===== src/rtl/board_snapshot_reader_if.sv =====
// Row-beat stream carrying one captured board per frame from board_snapshot_reader
// to a display/UART/host sink.
interface board_snapshot_reader_if #(
    parameter int WIDTH  = 8,
    parameter int HEIGHT = 8,
    parameter int GEN_W  = 16,
    parameter int ROW_W  = (HEIGHT > 1) ? $clog2(HEIGHT) : 1
);
    logic             out_valid;
    logic             out_ready;
    logic [WIDTH-1:0] out_row_data;
    logic [ROW_W-1:0] out_row_idx;
    logic             out_last;
    logic [GEN_W-1:0] out_gen;
    logic             out_extinct;
    logic             out_stable;

    modport master (
        output out_valid, out_row_data, out_row_idx, out_last,
               out_gen, out_extinct, out_stable,
        input  out_ready
    );

    modport slave (
        input  out_valid, out_row_data, out_row_idx, out_last,
               out_gen, out_extinct, out_stable,
        output out_ready
    );
endinterface


===== src/rtl/board_snapshot_reader.sv =====
// Samples the cell array once per generation (phase 1 of the shared element phase
// sequence) and streams the captured board out row by row.
//
//  state  | meaning
//  IDLE   | no frame held; next tick with enable captures the board
//  STREAM | frame buffer valid; presenting row row_q, advance on handshake
module board_snapshot_reader #(
    parameter int WIDTH  = 8,
    parameter int HEIGHT = 8,
    parameter int GEN_W  = 16
) (
    input  logic                      clk,
    input  logic                      reset,
    input  logic                      enable,
    input  logic [WIDTH*HEIGHT-1:0]   board,
    board_snapshot_reader_if.master   stream,
    output logic [7:0]                dropped
);
    localparam int ROW_W = (HEIGHT > 1) ? $clog2(HEIGHT) : 1;
    localparam logic [ROW_W-1:0] LAST_ROW = ROW_W'(HEIGHT - 1);
    localparam logic [2:0] PHASE_SAMPLE = 3'd1;
    localparam logic [2:0] PHASE_END    = 3'd7;

    typedef enum logic {
        IDLE,
        STREAM
    } state_t;

    state_t                    state_q, state_d;
    logic [ROW_W-1:0]          row_q, row_d;
    logic [2:0]                phase_q;
    logic [GEN_W-1:0]          gen_q;
    logic [WIDTH*HEIGHT-1:0]   prev_board_q;
    logic                      prev_ok_q;
    logic [7:0]                dropped_q;

    logic [WIDTH*HEIGHT-1:0]   buf_board_q;
    logic [GEN_W-1:0]          buf_gen_q;
    logic                      buf_extinct_q;
    logic                      buf_stable_q;

    logic tick;
    logic still;
    logic extinct;
    logic handshake;
    logic capture;
    logic drop;

    assign tick      = (phase_q == PHASE_SAMPLE);
    assign still     = prev_ok_q && (board == prev_board_q);
    assign extinct   = (board == '0);
    assign handshake = (state_q == STREAM) && stream.out_ready;

    always_ff @(posedge clk) begin
        if (!reset) begin
            state_q <= IDLE;
            row_q   <= '0;
        end else begin
            state_q <= state_d;
            row_q   <= row_d;
        end
    end

    always_comb begin
        state_d = state_q;
        row_d   = row_q;
        capture = 1'b0;
        drop    = 1'b0;
        case (state_q)
            IDLE: begin
                if (tick && enable) begin
                    capture = 1'b1;
                    state_d = STREAM;
                    row_d   = '0;
                end
            end
            STREAM: begin
                // A tick while a frame is still in flight is lost, even on the final handshake.
                if (tick && enable) begin
                    drop = 1'b1;
                end
                if (handshake) begin
                    if (row_q == LAST_ROW) begin
                        state_d = IDLE;
                        row_d   = '0;
                    end else begin
                        row_d = row_q + ROW_W'(1);
                    end
                end
            end
            default: begin
                state_d = IDLE;
                row_d   = '0;
            end
        endcase
    end

    // Phase counter tracks the element FSM: 0 once after reset, then 1..7 repeating.
    always_ff @(posedge clk) begin
        if (!reset) begin
            phase_q <= '0;
        end else if (phase_q == 3'd0 || phase_q == PHASE_END) begin
            phase_q <= PHASE_SAMPLE;
        end else begin
            phase_q <= phase_q + 3'd1;
        end
    end

    always_ff @(posedge clk) begin
        if (!reset) begin
            gen_q        <= '0;
            prev_board_q <= '0;
            prev_ok_q    <= 1'b0;
        end else if (tick) begin
            gen_q        <= gen_q + GEN_W'(1);
            prev_board_q <= board;
            prev_ok_q    <= 1'b1;
        end
    end

    always_ff @(posedge clk) begin
        if (!reset) begin
            dropped_q <= '0;
        end else if (drop && dropped_q != 8'hFF) begin
            dropped_q <= dropped_q + 8'd1;
        end
    end

    always_ff @(posedge clk) begin
        if (!reset) begin
            buf_board_q   <= '0;
            buf_gen_q     <= '0;
            buf_extinct_q <= 1'b0;
            buf_stable_q  <= 1'b0;
        end else if (capture) begin
            buf_board_q   <= board;
            buf_gen_q     <= gen_q;
            buf_extinct_q <= extinct;
            buf_stable_q  <= still;
        end
    end

    assign stream.out_valid    = (state_q == STREAM);
    assign stream.out_row_data = buf_board_q[row_q*WIDTH +: WIDTH];
    assign stream.out_row_idx  = row_q;
    assign stream.out_last     = (state_q == STREAM) && (row_q == LAST_ROW);
    assign stream.out_gen      = buf_gen_q;
    assign stream.out_extinct  = buf_extinct_q;
    assign stream.out_stable   = buf_stable_q;
    assign dropped             = dropped_q;
endmodule

===== src/flat_wrapper.sv =====
// flat-port wrapper written by rule: the top's interface ports become plain ports
module board_snapshot_reader_flat 
#(
    parameter int WIDTH  = 8,
    parameter int HEIGHT = 8,
    parameter int GEN_W  = 16
)
  (clk, reset, enable, board, dropped, stream_out_valid, stream_out_row_data, stream_out_row_idx, stream_out_last, stream_out_gen, stream_out_extinct, stream_out_stable, stream_out_ready);
  board_snapshot_reader_if #(.WIDTH(WIDTH), .HEIGHT(HEIGHT), .GEN_W(GEN_W)) stream_i ();
  input  logic clk;
  input  logic reset;
  input  logic enable;
  input  logic [WIDTH*HEIGHT-1:0] board;
  output logic [7:0] dropped;
  output wire logic [$bits(stream_i.out_valid)-1:0] stream_out_valid;
  output wire logic [$bits(stream_i.out_row_data)-1:0] stream_out_row_data;
  output wire logic [$bits(stream_i.out_row_idx)-1:0] stream_out_row_idx;
  output wire logic [$bits(stream_i.out_last)-1:0] stream_out_last;
  output wire logic [$bits(stream_i.out_gen)-1:0] stream_out_gen;
  output wire logic [$bits(stream_i.out_extinct)-1:0] stream_out_extinct;
  output wire logic [$bits(stream_i.out_stable)-1:0] stream_out_stable;
  input wire logic [$bits(stream_i.out_ready)-1:0] stream_out_ready;
  assign stream_out_valid = stream_i.out_valid;
  assign stream_out_row_data = stream_i.out_row_data;
  assign stream_out_row_idx = stream_i.out_row_idx;
  assign stream_out_last = stream_i.out_last;
  assign stream_out_gen = stream_i.out_gen;
  assign stream_out_extinct = stream_i.out_extinct;
  assign stream_out_stable = stream_i.out_stable;
  assign stream_i.out_ready = stream_out_ready;
  board_snapshot_reader #(.WIDTH(WIDTH), .HEIGHT(HEIGHT), .GEN_W(GEN_W)) u_core (.clk(clk), .reset(reset), .enable(enable), .board(board), .stream(stream_i), .dropped(dropped));
endmodule

===== config.mk =====
export PLATFORM = sky130hd
export DESIGN_NAME = board_snapshot_reader_flat
export DESIGN_NICKNAME = d
export VERILOG_FILES = /design/src/rtl/board_snapshot_reader_if.sv /design/src/rtl/board_snapshot_reader.sv /design/src/flat_wrapper.sv
export SDC_FILE = /design/constraint.sdc
export NUM_CORES = 1
export LEC_CHECK = 0
export BUFFER_PORTS_ARGS = -buffer_cell sky130_fd_sc_hd__buf_2
export CAP_MARGIN = 0
export CORE_UTILIZATION = 45
export CTS_BUF_LIST = sky130_fd_sc_hd__clkbuf_8 sky130_fd_sc_hd__clkbuf_16
export CTS_CLUSTER_SIZE = 12
export DETAILED_ROUTE_END_ITERATION = 12
export GPL_TIMING_DRIVEN = 0
export PLACE_DENSITY = 0.78
export REMOVE_ABC_BUFFERS = 1
export SLEW_MARGIN = 40
export SYNTH_ARGS = -nofsm -noshare
export SYNTH_HDL_FRONTEND = slang
export SYNTH_SLANG_ARGS = --single-unit

===== constraint.sdc =====
create_clock -name clk -period 1.95 [get_ports clk]
set_input_delay 0.2925 -clock clk [delete_from_list [all_inputs] [get_ports clk]]
set_output_delay 0.2925 -clock clk [all_outputs]
set_load 0.01 [all_outputs]

Word level (Yosys, flattened, before mapping)
Cells that the tools add are included.
- eq/ne operators: 7
- bitwise operators: 2
- mux-type cells: 11
- shift operators: 1
- add/subtract/negate cells: 4
- reductions and logical operators: 10
- operators with widths (kind ; number):
    64-bit equality test ; 1
    64-bit logical NOT ; 1
    64-bit by 7-bit variable part select with 8-bit output ; 1
    16-bit by 1-bit adder with 16-bit output (second input constant) ; 1
    3-bit two-way mux ; 3
    8-bit by 1-bit adder with 8-bit output (second input constant) ; 1
    8-bit inequality test (second input constant) ; 1
    3-bit by 1-bit adder with 3-bit output (second input constant) ; 2
    3-bit equality test (second input constant) ; 2
    1-bit two-way mux ; 6
    3-bit case mux with 2 select lines ; 1
    1-bit logical AND ; 5
    3-bit by 1-bit equality test with 1-bit output (second input constant) ; 1
    3-bit logical NOT ; 1
    2-bit by 1-bit inequality test with 1-bit output (second input constant) ; 1
    2-bit inequality test (second input constant) ; 1
    1-bit NOT ; 2
    1-bit case mux with 2 select lines ; 1
    2-bit AND reduction ; 1
    2-bit OR reduction ; 1
    1-bit logical OR ; 1
- register bits: 178
- bits of input ports: 68
- word-level logic and storage cells: 47

Logic depth before layout (Yosys ltp)
- depth after elaboration: 5
- depth in mapped cells: 9

Worst setup path before layout
Ideal clock, no wire load.
- kind: reg-to-output
- start: register u_core.row_q[0] (netlist: u_core.stream.out_row_idx[0])
- end: output port stream_out_row_data[0]
- data arrival time: 1.693 ns
- setup slack: -0.036 ns
- path buffers: 2
- cell stages (with the launch flop): 5
- cells stage by stage: dfxtp_1 > buf_4 > buf_2 > mux4_2 > mux2_2
- word-level cells in the longest chain between the ends: 1
- ends and longest elaborated chain (item ; RTL line ; text):
    start, declared ; board_snapshot_reader.sv:30 ; logic [ROW_W-1:0] row_q, row_d;
    start signal, assigned ; board_snapshot_reader.sv:60 ; row_q <= row_d;
    64-bit by 7-bit variable part select with 8-bit output ; board_snapshot_reader.sv:144 ; assign stream.out_row_data = buf_board_q[row_q*WIDTH +: WIDTH];
    end, declared ; flat_wrapper.sv:16 ; output wire logic [$bits(stream_i.out_row_data)-1:0] stream_out_row_data;
No other way between the ends.

Worst setup path after layout
- start: register u_core.row_q[0] (netlist: u_core.stream.out_row_idx[0])
- end: output port stream_out_row_data[2]
Same word-level chain as after synthesis.

==> impl_results.md <==
- Async SR Flop Fraction: 0
- Sum of negative setup slack: -2.32 ns
- Final worst setup slack: -0.327 ns
- Clock share of power: 0.385
- GP Congestion: 0.825
- Commonest non-fill, non-tap cell in the layout: nand2_1
- Internal power: a little over 6 mW
- PortBufs: 106
- CTS max path bufs: 2
- P_sw: 2.28 mW
- Setup crit end kind: output port
- Layout area overhead: 21.2%
- RSZ-0062 raised after global routing: true
- Crit. path cell count: 4
- Hold Slack: 0.150 ns
- Fraction of layout cells with a size suffix above 1: 0.200
- Fmax achieved: between 0.4 and 0.5 GHz
- Place WS: -0.459 ns
- Final Total Pwr: 8.45 mW
- Top delay family on crit path: multiplexers
- Die Y: 137 um
- Largest family of logic cells by synthesized area: simple AND/OR/NAND/NOR gates
- DR vias: 7054
- Required @ worst endpoint: 1.66 ns
- Maxcap violations: 0
- Filler instances: 1596
- Most frequent cells in the layout: 304 x nand2_1, 173 x dfxtp_1, 148 x a21boi_0, 96 x buf_2, 45 x xnor2_1
- Routed WL: 23400 um
- Crit path DAT: a little under 2 ns
- Sw frac: 0.269
- Synth Area in Compound Gates: 0.167
- Max-slew violations: 0
- Final period util: 1.17
- Sequential cell area fraction in the yosys report: 0.433
- Clock Latency Late Sink: 0.44 ns
- Synth area leader: dfxtp_1
- Post-DRT Antenna Nets: 0
- CTS tree: done
- # setup viols final: 9
- Post-Synth Simple-Gate Area: 0.230
- # placed instances: ~1.2k
- Worst R2R Path Depth: 7
- Min-delay worst type: in2reg
- Top-area cell type share of the netlist area: 0.433
- Sum of buffers and inverters on the critical path: 2
- Clock root buffer: clkbuf_16
- Post-Synthesis Cells: around 950
- Core Rows: 49
- Number of global-route vias before repair: between 6k and 7k
- First-pass detailed-route iteration total: 5
- Vias per Instance: 5.48
- Global router's overall resource usage: 0.247
- Failing checks: setup timing
- Worst-path fanout max: 7
- Initial cell density of the core: 0.458
- Least-Margin Pin Slew: 0.626 ns
- Initial drt markers: 486
- Multiplexer share of the synthesized area: 0.0596
- Top post-synthesis cells by area: dfxtp_1 43%, a21boi_0 14%, nand2_1 14%
- Power Dens Cells: ~850 nW/um^2
- Avg Inst Size Synth: 8.70 um^2
- Final Non-Filler Cells: 1287
- Post-Synth XOR/XNOR Area: 0.0638
- Register share of total power: 0.470
- Post-Syn Area: 8240 um^2
- Die Wd: 137 um
- Critical Path Start Type: flop
- Post-Synth Adder-Cell Area: 0.0106
- #FFs+latches synth: 178
- Number of synthesized flops with an enable pin: 0
- Min Tclk post-route: around 2.3 ns
- VDD IR max: 0.000677 V
- Crit-path slowest cell: mux4_2
- Rel. slew slack: 0.579
- Dpl hpwl: 15100 um
- Core footprint: between 15000 and 20000 um^2
- Total CTS buffers: 17
- Clk sinks: 178
- Max Clock Skew: between 0.01 and 0.015 ns
- Largest net degree at the start of global routing: 100
- Ys Warns: 0
- Worst Hold Depth: 3
- Worst-path clk slew: 0.07 ns
- Worst path cell trace: buf_16 > mux4_2 > mux2_4 > buf_6
- Outcome: finished with violations
- Total gr overflow: 0
- Layout Nets: approximately 1.1k
- Unique masters post-synth: 45
- First-pass GRT wire length: around 35000 um
- Die area: 18800 um^2
- Ports: 107
- CP peak stage delay: roughly 0.55 ns
- Clock H-tree levels: 4
- Pleak: approximately 3.7 nW
- Post-synth top flop: dfxtp_1
- Setup CP Type: reg2out
- Combinational group share of total power: 0.146
- Remaining DRCs: 0
- Initial antenna violation count: 3
- Final hold vios: 0
- Wire per inst: 18.2 um
## cells in the mapped netlist (6+ instances only)
library cell / number
buf_2: 18
nand4_1: 20
o21ai_0: 6
nand2b_1: 10
nor4_1: 24
xor2_1: 15
ha_1: 7
nand3_1: 9
and2_1: 16
buf_1: 8
nor2b_1: 13
a21boi_0: 153
nand2_1: 304
or3_1: 6
xnor2_1: 45
mux4_2: 16
mux2_2: 8
clkbuf_1: 31
dfxtp_1: 178
inv_1: 16
## final cells by class
cell class	instances	area, um^2	area share
antenna	1	2.50	0.000251
clock buffer	19	453	0.0454
clock inverter	11	91.3	0.00915
inverter	16	60.1	0.00602
multi-input combinational	697	4510	0.452
sequential	178	3570	0.358
tap	229	287	0.0287
timing repair buffer	136	1000	0.100
## power groups by stage
| stage | Sequential (mW) | Combinational [mW] | Clock [mW] |
|---|---|---|---|
| finish | 3.97 | 1.23 | 3.25 |
| global route | 3.98 | 1.33 | 3.43 |
| CTS | 3.96 | 1.17 | 3.26 |
| detailed placement | 4.04 | 1.10 | 0 |
| global placement | 4.04 | 1.00 | 0 |
| floorplan | 4.02 | 0.597 | 0 |
## logic make-up (layout without fill, tap and decap cells)
| kind of cell | count (synthesis) | in the layout |
|---|---|---|
| mux | 28 | 28 |
| buf+inv | 74 | 182 |
| fa+ha+maj | 7 | 7 |
| flops | 178 | 178 |
| simple gates | 420 | 422 |
| compound gates | 180 | 180 |
| xor+xnor | 60 | 60 |
| other cells | 0 | 1 |
## layer usage
| metal | GRT usage | routed length, um | share of wire | vias up |
|---|---|---|---|---|
| li1 | - | - | - | 3406 |
| met1 | 0.309 | 9850 | 0.42 | 3355 |
| met2 | 0.406 | 11200 | 0.48 | 245 |
| met3 | 0.0541 | 1600 | 0.069 | 46 |
| met4 | 0.110 | 767 | 0.033 | 2 |
| met5 | 0 | 11 | 0.00047 | - |
## timing repair
action                                 4_1_cts  5_1_grt
gates cloned                                 1        3
resized for setup                           39       12
setup endpoints to repair                  103       74
setup buffers                               12        5
hold buffers                                 0        0
endpoints found under the hold margin        0        0
pin swaps                                    4        4
## state kept, by name (all words and copies together) (netlist names)
register and cells:
u_core.stream.out_gen 16, u_core.dropped 8, u_core.prev_board_q 64, u_core.prev_ok_q 1, u_core.stream.out_valid 1, u_core.stream.out_extinct 1, u_core.stream.out_stable 1, u_core.stream.out_row_idx 3
u_core.buf_board_q 64, u_core.gen_q 16, u_core.phase_q 3
## worst paths after layout
kind	endpoint	start	slack, ns
worst min-delay path	u_core.prev_board_q[48]	board[48]	0.15
worst max-delay path	stream_out_row_data[2]	u_core.stream.out_row_idx[0]	-0.33
worst max register to register	u_core.gen_q[10]	u_core.phase_q[1]	0.03
worst min register to register	u_core.stream.out_gen[13]	u_core.stream.out_gen[13]	0.46
## worst register-to-register path: stages, from the launching register on
cell	delay [ns]
dfxtp_2	0.33
inv_2	0.07
ha_4	0.19
nor2b_4	0.29
buf_16	0.21
nand4_1	0.24
or3_1	0.36
a21boi_0	0.15
## stage by stage
step	cell area, um^2	utilization
floorplan	7990	-
global placement	8810	0.490
detailed placement	9080	0.505
CTS	9860	0.549
global route	9980	0.556
finish	9980	0.556
Note: power is estimated with default switching activity, not from simulation.
